[src/rtl/adc_sar_osr_ctrl_pkg.sv]
// Shared definitions for the oversampling SAR controller: FSM encodings,
// latched configuration record and the configuration clamp helper.
package adc_sar_osr_ctrl_pkg;

  localparam logic [2:0] ST_IDLE   = 3'd0;
  localparam logic [2:0] ST_SAMPLE = 3'd1;
  localparam logic [2:0] ST_CONV   = 3'd2;
  localparam logic [2:0] ST_ACCUM  = 3'd3;
  localparam logic [2:0] ST_DONE   = 3'd4;

  typedef struct packed {
    logic [2:0] osr;
    logic [1:0] avg;
    logic [3:0] smp;
  } cfg_t;

  // Saturate the log2 fields to what the datapath was sized for; a zero-length
  // sample phase still samples for one cycle.
  function automatic cfg_t clamp_cfg(input logic [2:0] osr, input logic [1:0] avg,
                                     input logic [3:0] smp, input int max_osr,
                                     input int max_avg);
    cfg_t c;
    c.osr = (int'(osr) > max_osr) ? 3'(max_osr) : osr;
    c.avg = (int'(avg) > max_avg) ? 2'(max_avg) : avg;
    c.smp = (smp == 4'd0) ? 4'd1 : smp;
    return c;
  endfunction

endpackage

[src/rtl/adc_sar_osr_ctrl_lsb_vote.sv]
// Majority vote over 2^avg repeated comparisons of one LSB decision.
// Ties resolve to 1; counters self-clear on the last repeat.
module adc_lsb_vote
  import adc_sar_osr_ctrl_pkg::*;
#(
  parameter int MAX_AVG_LOG2 = 3
) (
  input  logic       clk,
  input  logic       rst,
  input  logic       clr,
  input  logic       en,
  input  logic       comp,
  input  logic [1:0] avg_log2,
  output logic       last,
  output logic       vote_bit
);
  localparam int CW = MAX_AVG_LOG2 + 1;

  logic [CW-1:0] ones_q, rep_q, reps, ones_tot;

  always_comb begin
    reps     = CW'(1) << avg_log2;
    ones_tot = ones_q + CW'(comp);
    last     = en && (rep_q == reps - CW'(1));
    // 2*ones >= R, current comparator sample included
    vote_bit = {ones_tot, 1'b0} >= {1'b0, reps};
  end

  always_ff @(posedge clk or posedge rst) begin
    if (rst) begin
      ones_q <= '0;
      rep_q  <= '0;
    end else if (clr || last) begin
      ones_q <= '0;
      rep_q  <= '0;
    end else if (en) begin
      ones_q <= ones_tot;
      rep_q  <= rep_q + CW'(1);
    end
  end

endmodule

[src/rtl/adc_sar_osr_ctrl.sv]
// Oversampling SAR sequencer: sample/convert with LSB majority voting,
// accumulate 2^osr codes and hand a left-aligned sum over valid/ready.
module adc_sar_osr_ctrl
  import adc_sar_osr_ctrl_pkg::*;
#(
  parameter int RES_BITS     = 12,
  parameter int AVG_BITS     = 4,
  parameter int MAX_OSR_LOG2 = 4,
  parameter int MAX_AVG_LOG2 = 3,
  parameter int SUM_W        = RES_BITS + MAX_OSR_LOG2
) (
  input  logic                clk_dig_in,
  input  logic                rst,
  input  logic                start_in,
  input  logic                cont_mode_in,
  input  logic [2:0]          cfg_osr_log2_in,
  input  logic [1:0]          cfg_avg_log2_in,
  input  logic [3:0]          cfg_sample_cycles_in,
  input  logic                comparator_in,
  output logic                sample_out,
  output logic [RES_BITS-1:0] dac_code_out,
  output logic                busy_out,
  output logic [SUM_W-1:0]    result_out,
  output logic                result_valid_out,
  input  logic                result_ready_in,
  output logic                overrange_out
);
  localparam int KW = $clog2(RES_BITS);
  localparam int CW = MAX_OSR_LOG2 + 1;

  logic [2:0]          state_q;
  cfg_t                cfg_q, cfg_in;
  logic [3:0]          smp_cnt_q;
  logic [KW-1:0]       k_q;
  logic [RES_BITS-1:0] code_q, trial;
  logic [SUM_W-1:0]    acc_q, acc_nxt, result_nxt;
  logic [CW-1:0]       conv_cnt_q, conv_tgt;
  logic                lsb_phase, vote_en, vote_last, vote_bit;

  always_comb begin
    cfg_in     = clamp_cfg(cfg_osr_log2_in, cfg_avg_log2_in, cfg_sample_cycles_in,
                           MAX_OSR_LOG2, MAX_AVG_LOG2);
    trial      = RES_BITS'(1) << k_q;
    lsb_phase  = int'(k_q) < AVG_BITS;
    vote_en    = (state_q == ST_CONV) && lsb_phase;
    acc_nxt    = acc_q + SUM_W'(code_q);
    conv_tgt   = CW'(1) << cfg_q.osr;
    // left-align so every osr setting shares the same full-scale
    result_nxt = acc_nxt << (MAX_OSR_LOG2 - int'(cfg_q.osr));
  end

  assign sample_out   = (state_q == ST_SAMPLE);
  assign busy_out     = (state_q != ST_IDLE);
  assign dac_code_out = (state_q == ST_CONV) ? (code_q | trial) : '0;

  adc_lsb_vote #(.MAX_AVG_LOG2(MAX_AVG_LOG2)) u_vote (
    .clk      (clk_dig_in),
    .rst      (rst),
    .clr      (state_q != ST_CONV),
    .en       (vote_en),
    .comp     (comparator_in),
    .avg_log2 (cfg_q.avg),
    .last     (vote_last),
    .vote_bit (vote_bit)
  );

  always_ff @(posedge clk_dig_in or posedge rst) begin
    if (rst) begin
      state_q          <= ST_IDLE;
      cfg_q            <= '0;
      smp_cnt_q        <= '0;
      k_q              <= '0;
      code_q           <= '0;
      acc_q            <= '0;
      conv_cnt_q       <= '0;
      result_out       <= '0;
      result_valid_out <= 1'b0;
      overrange_out    <= 1'b0;
    end else begin
      case (state_q)
        ST_IDLE: begin
          if (start_in) begin
            cfg_q         <= cfg_in;
            overrange_out <= 1'b0;
            smp_cnt_q     <= '0;
            state_q       <= ST_SAMPLE;
          end
        end
        ST_SAMPLE: begin
          code_q <= '0;
          if (smp_cnt_q == cfg_q.smp - 4'd1) begin
            smp_cnt_q <= '0;
            k_q       <= KW'(RES_BITS - 1);
            state_q   <= ST_CONV;
          end else begin
            smp_cnt_q <= smp_cnt_q + 4'd1;
          end
        end
        ST_CONV: begin
          if (!lsb_phase || vote_last) begin
            code_q[k_q] <= lsb_phase ? vote_bit : comparator_in;
            if (k_q == '0) state_q <= ST_ACCUM;
            else           k_q     <= k_q - KW'(1);
          end
        end
        ST_ACCUM: begin
          acc_q      <= acc_nxt;
          conv_cnt_q <= conv_cnt_q + CW'(1);
          if (&code_q) overrange_out <= 1'b1;
          if (conv_cnt_q + CW'(1) == conv_tgt) begin
            result_out       <= result_nxt;
            result_valid_out <= 1'b1;
            state_q          <= ST_DONE;
          end else begin
            state_q <= ST_SAMPLE;
          end
        end
        ST_DONE: begin
          // stall holds everything; nothing samples until the handshake
          if (result_ready_in) begin
            result_valid_out <= 1'b0;
            acc_q            <= '0;
            conv_cnt_q       <= '0;
            state_q          <= cont_mode_in ? ST_SAMPLE : ST_IDLE;
          end
        end
        default: state_q <= ST_IDLE;
      endcase
    end
  end

endmodule

[config.mk]
export PLATFORM = sky130hd
export DESIGN_NAME = adc_sar_osr_ctrl
export DESIGN_NICKNAME = d
export VERILOG_FILES = /design/src/rtl/adc_sar_osr_ctrl_pkg.sv /design/src/rtl/adc_sar_osr_ctrl_lsb_vote.sv /design/src/rtl/adc_sar_osr_ctrl.sv
export SDC_FILE = /design/constraint.sdc
export NUM_CORES = 1
export LEC_CHECK = 0
export BUFFER_PORTS_ARGS = -buffer_cell sky130_fd_sc_hd__buf_2
export CORE_UTILIZATION = 61
export CTS_CLUSTER_SIZE = 14
export DETAILED_ROUTE_END_ITERATION = 12
export PLACE_DENSITY = 0.9
export REMOVE_ABC_BUFFERS = 1
export SYNTH_ARGS = -nofsm -noshare
export SYNTH_HDL_FRONTEND = slang
export SYNTH_SLANG_ARGS = --single-unit
[constraint.sdc]
create_clock -name clk_dig_in -period 3.2 [get_ports clk_dig_in]
set_input_delay 0.48 -clock clk_dig_in [delete_from_list [all_inputs] [get_ports clk_dig_in]]
set_output_delay 0.48 -clock clk_dig_in [all_outputs]
set_load 0.03 [all_outputs]
==> impl_metrics.py <==
metrics = {
    "clock_tree": {
        "hold_buf_count_cts": 0,
        "cts_buffers": 9,
        "clock-root-buffer": "sky130_fd_sc_hd__clkbuf_8",
        "tritoncts_clock_tree": "built",
        "worstSkewPairLatency_ns": 0.36,
        "tritoncts_num_sinks": 79,
        "htree_num_levels": 3,
        "clockBufferDepth": 2,
        "clk_pin_slew_worst_paths_ns": 0.09,
    },
    "critical_path": {
        "worstSetupEndpointType": "flop",
        "critical_path.slowest_cell": "sky130_fd_sc_hd__dfrtp_1",
        "timing.critical_path.buf_inv": 2,
        "crit_path_cell_trace": "ha_1, inv_1, fa_1, nand2b_1, a211oi_2, buf_4, o21ba_4, mux2_4, a2111o_1, a32o_1",
        "r2r_cells": 10,
        "ff2ff_setup_slack_ns": 0.12,
        "largest_fanout_on_the_critical_path": 5,
        "worst_ep_arrival_time_ns": 3.32,
        "path_class": "reg -> reg",
        "setup.worst_path.start_class": "flop",
        "cp_slowest_stage_delay_ns": 0.42,
        "cp.required_ns": 3.45,
        "timing.critical_path.depth": 10,
        "launch_instance_of_the_worst_register_to_register_path": "code_q[0]",
        "worstReg2RegEnd": "result_out[14]",
        "path_delay_family": "compound AO/OA/AOI/OAI gates",
    },
    "power_and_ir_drop": {
        "power_switching_share_pct": 36.16,
        "ir_worst_vdd_mv": 0.2647,
        "cell_internal_pwr_w": 0.001920,
        "net-switching-power_w": 0.001088,
        "static-leakage-power_nw": 2.871,
        "power.share.sequential_pct": 38.7,
        "power.density_mw_per_mm2": 486.9,
        "power.share.combinational_pct": 34.1,
        "clock_power_share_pct": 27.2,
    },
    "die": {
        "rows": 34,
        "pin_count": 47,
        "die-height_um": 98.02,
        "floorplan.die.width_um": 98.02,
        "floorplan.die_area_sq_mm": 0.009608,
        "floorplan.initialDensity_pct": 63.87,
        "area_inside_the_core_boundary_sq_mm": 0.008806,
    },
    "sta": {
        "max_freq_mhz": 325.1,
        "setup_viol": 0,
        "finalSetupTns_ns": 0,
        "worst-slew-pin-transition_ns": 0.9225,
        "unrepaired_setup_endpoints_after_global_routing": "no",
        "post-route-period-util_pct": 96.12,
        "finClkSkew_ns": 0.01382,
        "worst_slack_ns": 0.1242,
        "final_hold_viol_count": 0,
        "timing.max_slew.rel_slack_pct": 38.37,
        "period_needed_ns": 3.076,
        "final_max_slew_viol_count": 0,
    },
    "place": {
        "pre_cts_slack_ns": 0.1955,
        "place.port_buffers": 46,
        "dp_wirelength_mm": 10.42,
        "dpl.cell_count": 792,
        "post_dp_cell_area_sq_mm": 0.005946,
        "gpl.final_weighted_congestion": 0.9134,
    },
    "yosys": {
        "number_of_synthesized_flops_with_an_enable_pin": 0,
        "synth_top_family_by_area": "compound AO/OA/AOI/OAI gates",
        "synth-seq-area-share_pct": 35.15,
        "synth-seq-cells": 79,
        "synth_adder_area_share_pct": 7.475,
        "muxShareOfSynthArea_pct": 3.715,
        "syn_area_sq_mm": 0.005624,
        "dominantRegCellSynth": "sky130_fd_sc_hd__dfrtp_1",
        "yosys.area_share.simple_pct": 18.80,
        "synth_cell_type_count": 72,
        "synth_compound_area_share_pct": 25.83,
        "yosysWarningCount": 0,
        "synthArstFlopShare_pct": 100.0,
        "synthXorXnorAreaFrac_pct": 4.828,
        "synthCells": 662,
        "synth.avg_cell_area_sq_um": 8.496,
    },
    "drt": {
        "post_drt_wl_per_cell_um": 17.78,
        "totalWireLength_mm": 14.39,
        "route.antenna.remaining_nets": 0,
        "drt_initial_violations": 499,
        "pre_repair_dr_iteration_count": 9,
        "via_count": 5286,
        "vias_per_cell": 6.534,
        "drcViolationCount": 1,
    },
    "global_routing": {
        "wire_length_of_the_first_global_routing_pass_mm": 23.72,
        "globalRouteTotalUtil_pct": 30.94,
        "grt_start_max_net_pins": 42,
        "antenna_violations_before_repair": 0,
        "globalRoute.totalOverflow": 0,
        "grt_pass1_vias": 5042,
    },
    "cells_and_area": {
        "antenna_cells": 0,
        "post_route_cells_drive_above_1_share_pct": 15.41,
        "finalCoreUtilization_pct": 70.15,
        "stdcell_area_sq_mm": 0.006177,
        "final-instance-count-excl-fill": 809,
        "num-nets-final": 745,
        "area_growth_pct": 9.833,
    },
    "outcome": {
        "failed_checks": "DRC",
        "outcome": "finished with violations",
    },
    "flow_run": {
        "maxcap_viol_count": 0,
    },
    "hold_path": {
        "hold_path_class": "in -> async",
    },
}
[cell type report]
| type | count | area (sq um) |
|---|---|---|
| sequential | 79 | 1977 |
| timing repair buffer | 65 | 372.9 |
| fill | 670 | 2629 |
| clock buffer | 9 | 123.9 |
| tap | 108 | 135.1 |
| clock inverter | 6 | 86.33 |
| inverter | 17 | 65.06 |
| multi-input combinational | 525 | 3417 |
[what timing repair did]
item	4_1_cts	5_1_grt
setup buffers	0	2
endpoints found under the hold margin	0	0
resized for setup	0	2
endpoints found under the setup margin	0	3
[through the flow]
stage / total power, W / hold WS [ns]
after detailed placement: 0.002157 / 0.4655
after CTS: 0.002962 / 0.2318
final: 0.003008 / 0.2119
after global routing: 0.003162 / 0.2811
after floorplan: 0.001906 / 0.4538
after global placement: 0.002125 / 0.4598
[cells in the mapped netlist, types with 4 or more instances]
master	instances	area (sq um)
sky130_fd_sc_hd__nand4_1	7	43.79
sky130_fd_sc_hd__dfrtp_1	79	1977
sky130_fd_sc_hd__a31oi_1	5	31.28
sky130_fd_sc_hd__ha_1	32	400.4
sky130_fd_sc_hd__xor2_1	13	113.9
sky130_fd_sc_hd__o31ai_1	10	75.07
sky130_fd_sc_hd__or3_1	9	56.30
sky130_fd_sc_hd__nor2b_1	8	50.05
sky130_fd_sc_hd__nor4_1	4	25.02
sky130_fd_sc_hd__or2_2	5	31.28
sky130_fd_sc_hd__a32o_1	4	40.04
sky130_fd_sc_hd__o21a_1	8	60.06
sky130_fd_sc_hd__inv_1	17	63.81
sky130_fd_sc_hd__nor2_1	53	198.9
sky130_fd_sc_hd__o22ai_1	4	25.02
sky130_fd_sc_hd__a22o_1	12	105.1
sky130_fd_sc_hd__mux2i_1	7	70.07
sky130_fd_sc_hd__xnor2_1	11	96.34
sky130_fd_sc_hd__o211ai_1	11	82.58
sky130_fd_sc_hd__nand3_1	15	75.07
sky130_fd_sc_hd__nand2_1	70	262.8
sky130_fd_sc_hd__clkbuf_1	32	120.1
sky130_fd_sc_hd__and2_1	5	31.28
sky130_fd_sc_hd__a21oi_1	53	265.3
sky130_fd_sc_hd__mux2_2	9	101.4
sky130_fd_sc_hd__buf_1	4	15.01
sky130_fd_sc_hd__and3_1	6	37.54
sky130_fd_sc_hd__nor3_1	17	85.08
sky130_fd_sc_hd__a211oi_1	4	30.03
sky130_fd_sc_hd__o21ai_0	76	380.4
sky130_fd_sc_hd__nand2b_1	12	75.07
[registers in the layout, summed over array words and instances (netlist names)]
name,count
u_vote.rep_q,4
code_q,12
k_q,4
acc_q,16
cfg_q,9
result_valid_out,1
smp_cnt_q,4
state_q,3
result_out,16
overrange_out,1
conv_cnt_q,5
u_vote.ones_q,4
[power by group through the flow]
stage | clock network, W | registers [W] | logic [W]
2_1_floorplan | 0 | 0.00115 | 0.000751
3_3_place_gp | 0 | 0.00118 | 0.000949
3_5_place_dp | 0 | 0.00118 | 0.000978
4_1_cts | 0.000819 | 0.00116 | 0.000982
5_1_grt | 0.000858 | 0.00117 | 0.00113
6_report | 0.000818 | 0.00116 | 0.00103
[cell families (layout without fill, tap and decap cells)]
family,Yosys count,count (layout)
AOI/OAI and AO/OA,226,226
xor gates and xnor gates,27,27
adders and majority gates,33,33
buffers and inverters,58,97
DFF,79,79
muxes,18,18
and+or+nand+nor,221,221
[worst max path at each step]
stage	start	endpoint	slack [ns]
after floorplan	cfg_q[6]	result_out[10]	-0.21
after global placement	code_q[0]	result_out[14]	0.32
after detailed placement	code_q[0]	result_out[15]	0.20
after CTS	code_q[0]	result_out[15]	0.15
after global routing	code_q[0]	result_out[8]	0.02
final	code_q[0]	result_out[14]	0.12
[worst register-to-register path, stage by stage (launching register included)]
cell,delay (ns)
sky130_fd_sc_hd__dfrtp_1,0.42
sky130_fd_sc_hd__ha_1,0.24
sky130_fd_sc_hd__inv_1,0.08
sky130_fd_sc_hd__fa_1,0.39
sky130_fd_sc_hd__nand2b_1,0.19
sky130_fd_sc_hd__a211oi_2,0.29
sky130_fd_sc_hd__buf_4,0.20
sky130_fd_sc_hd__o21ba_4,0.17
sky130_fd_sc_hd__mux2_4,0.31
sky130_fd_sc_hd__a2111o_1,0.41
sky130_fd_sc_hd__a32o_1,0.25
[routing by layer]
metal | share of wire, % | vias to the layer above | GRT usage [%] | wire, um
met4 | 3.6 | 0 | 14.10 | 512
met1 | 42 | 2507 | 40.51 | 6057
met2 | 48 | 243 | 51.30 | 6901
li1 | - | 2487 | - | -
met5 | 0 | - | 0 | 0
met3 | 6.4 | 49 | 4.080 | 916
[cell usage in the layout, fill, tap and decap left out, drive strengths merged, types with 3 or more instances in the layout]
| cell | synthesis | final |
|---|---|---|
| o221ai | 3 | 3 |
| ha | 32 | 32 |
| and3 | 8 | 8 |
| o21a | 8 | 8 |
| xor2 | 14 | 14 |
| or2 | 5 | 5 |
| o41ai | 3 | 3 |
| nand2 | 71 | 71 |
| a32o | 4 | 4 |
| nor2 | 53 | 53 |
| nand2b | 12 | 12 |
| clkbuf | 33 | 9 |
| a21o | 3 | 3 |
| inv | 17 | 16 |
| buf | 8 | 65 |
| o21ai | 78 | 78 |
| nor2b | 8 | 8 |
| nand4 | 7 | 7 |
| o22ai | 4 | 4 |
| a21oi | 53 | 53 |
| nand3 | 15 | 15 |
| or3 | 9 | 9 |
| a22o | 12 | 12 |
| mux2 | 10 | 10 |
| a211oi | 5 | 5 |
| nor4 | 4 | 4 |
| o31ai | 10 | 10 |
| dfrtp | 79 | 79 |
| clkinv | 0 | 4 |
| a211o | 3 | 3 |
| xnor2 | 11 | 11 |
| o211ai | 11 | 11 |
| a31oi | 5 | 5 |
| and2 | 5 | 5 |
| nor3 | 17 | 17 |
| mux2i | 7 | 7 |
No activity file was read; power rests on OpenSTA's default activity.
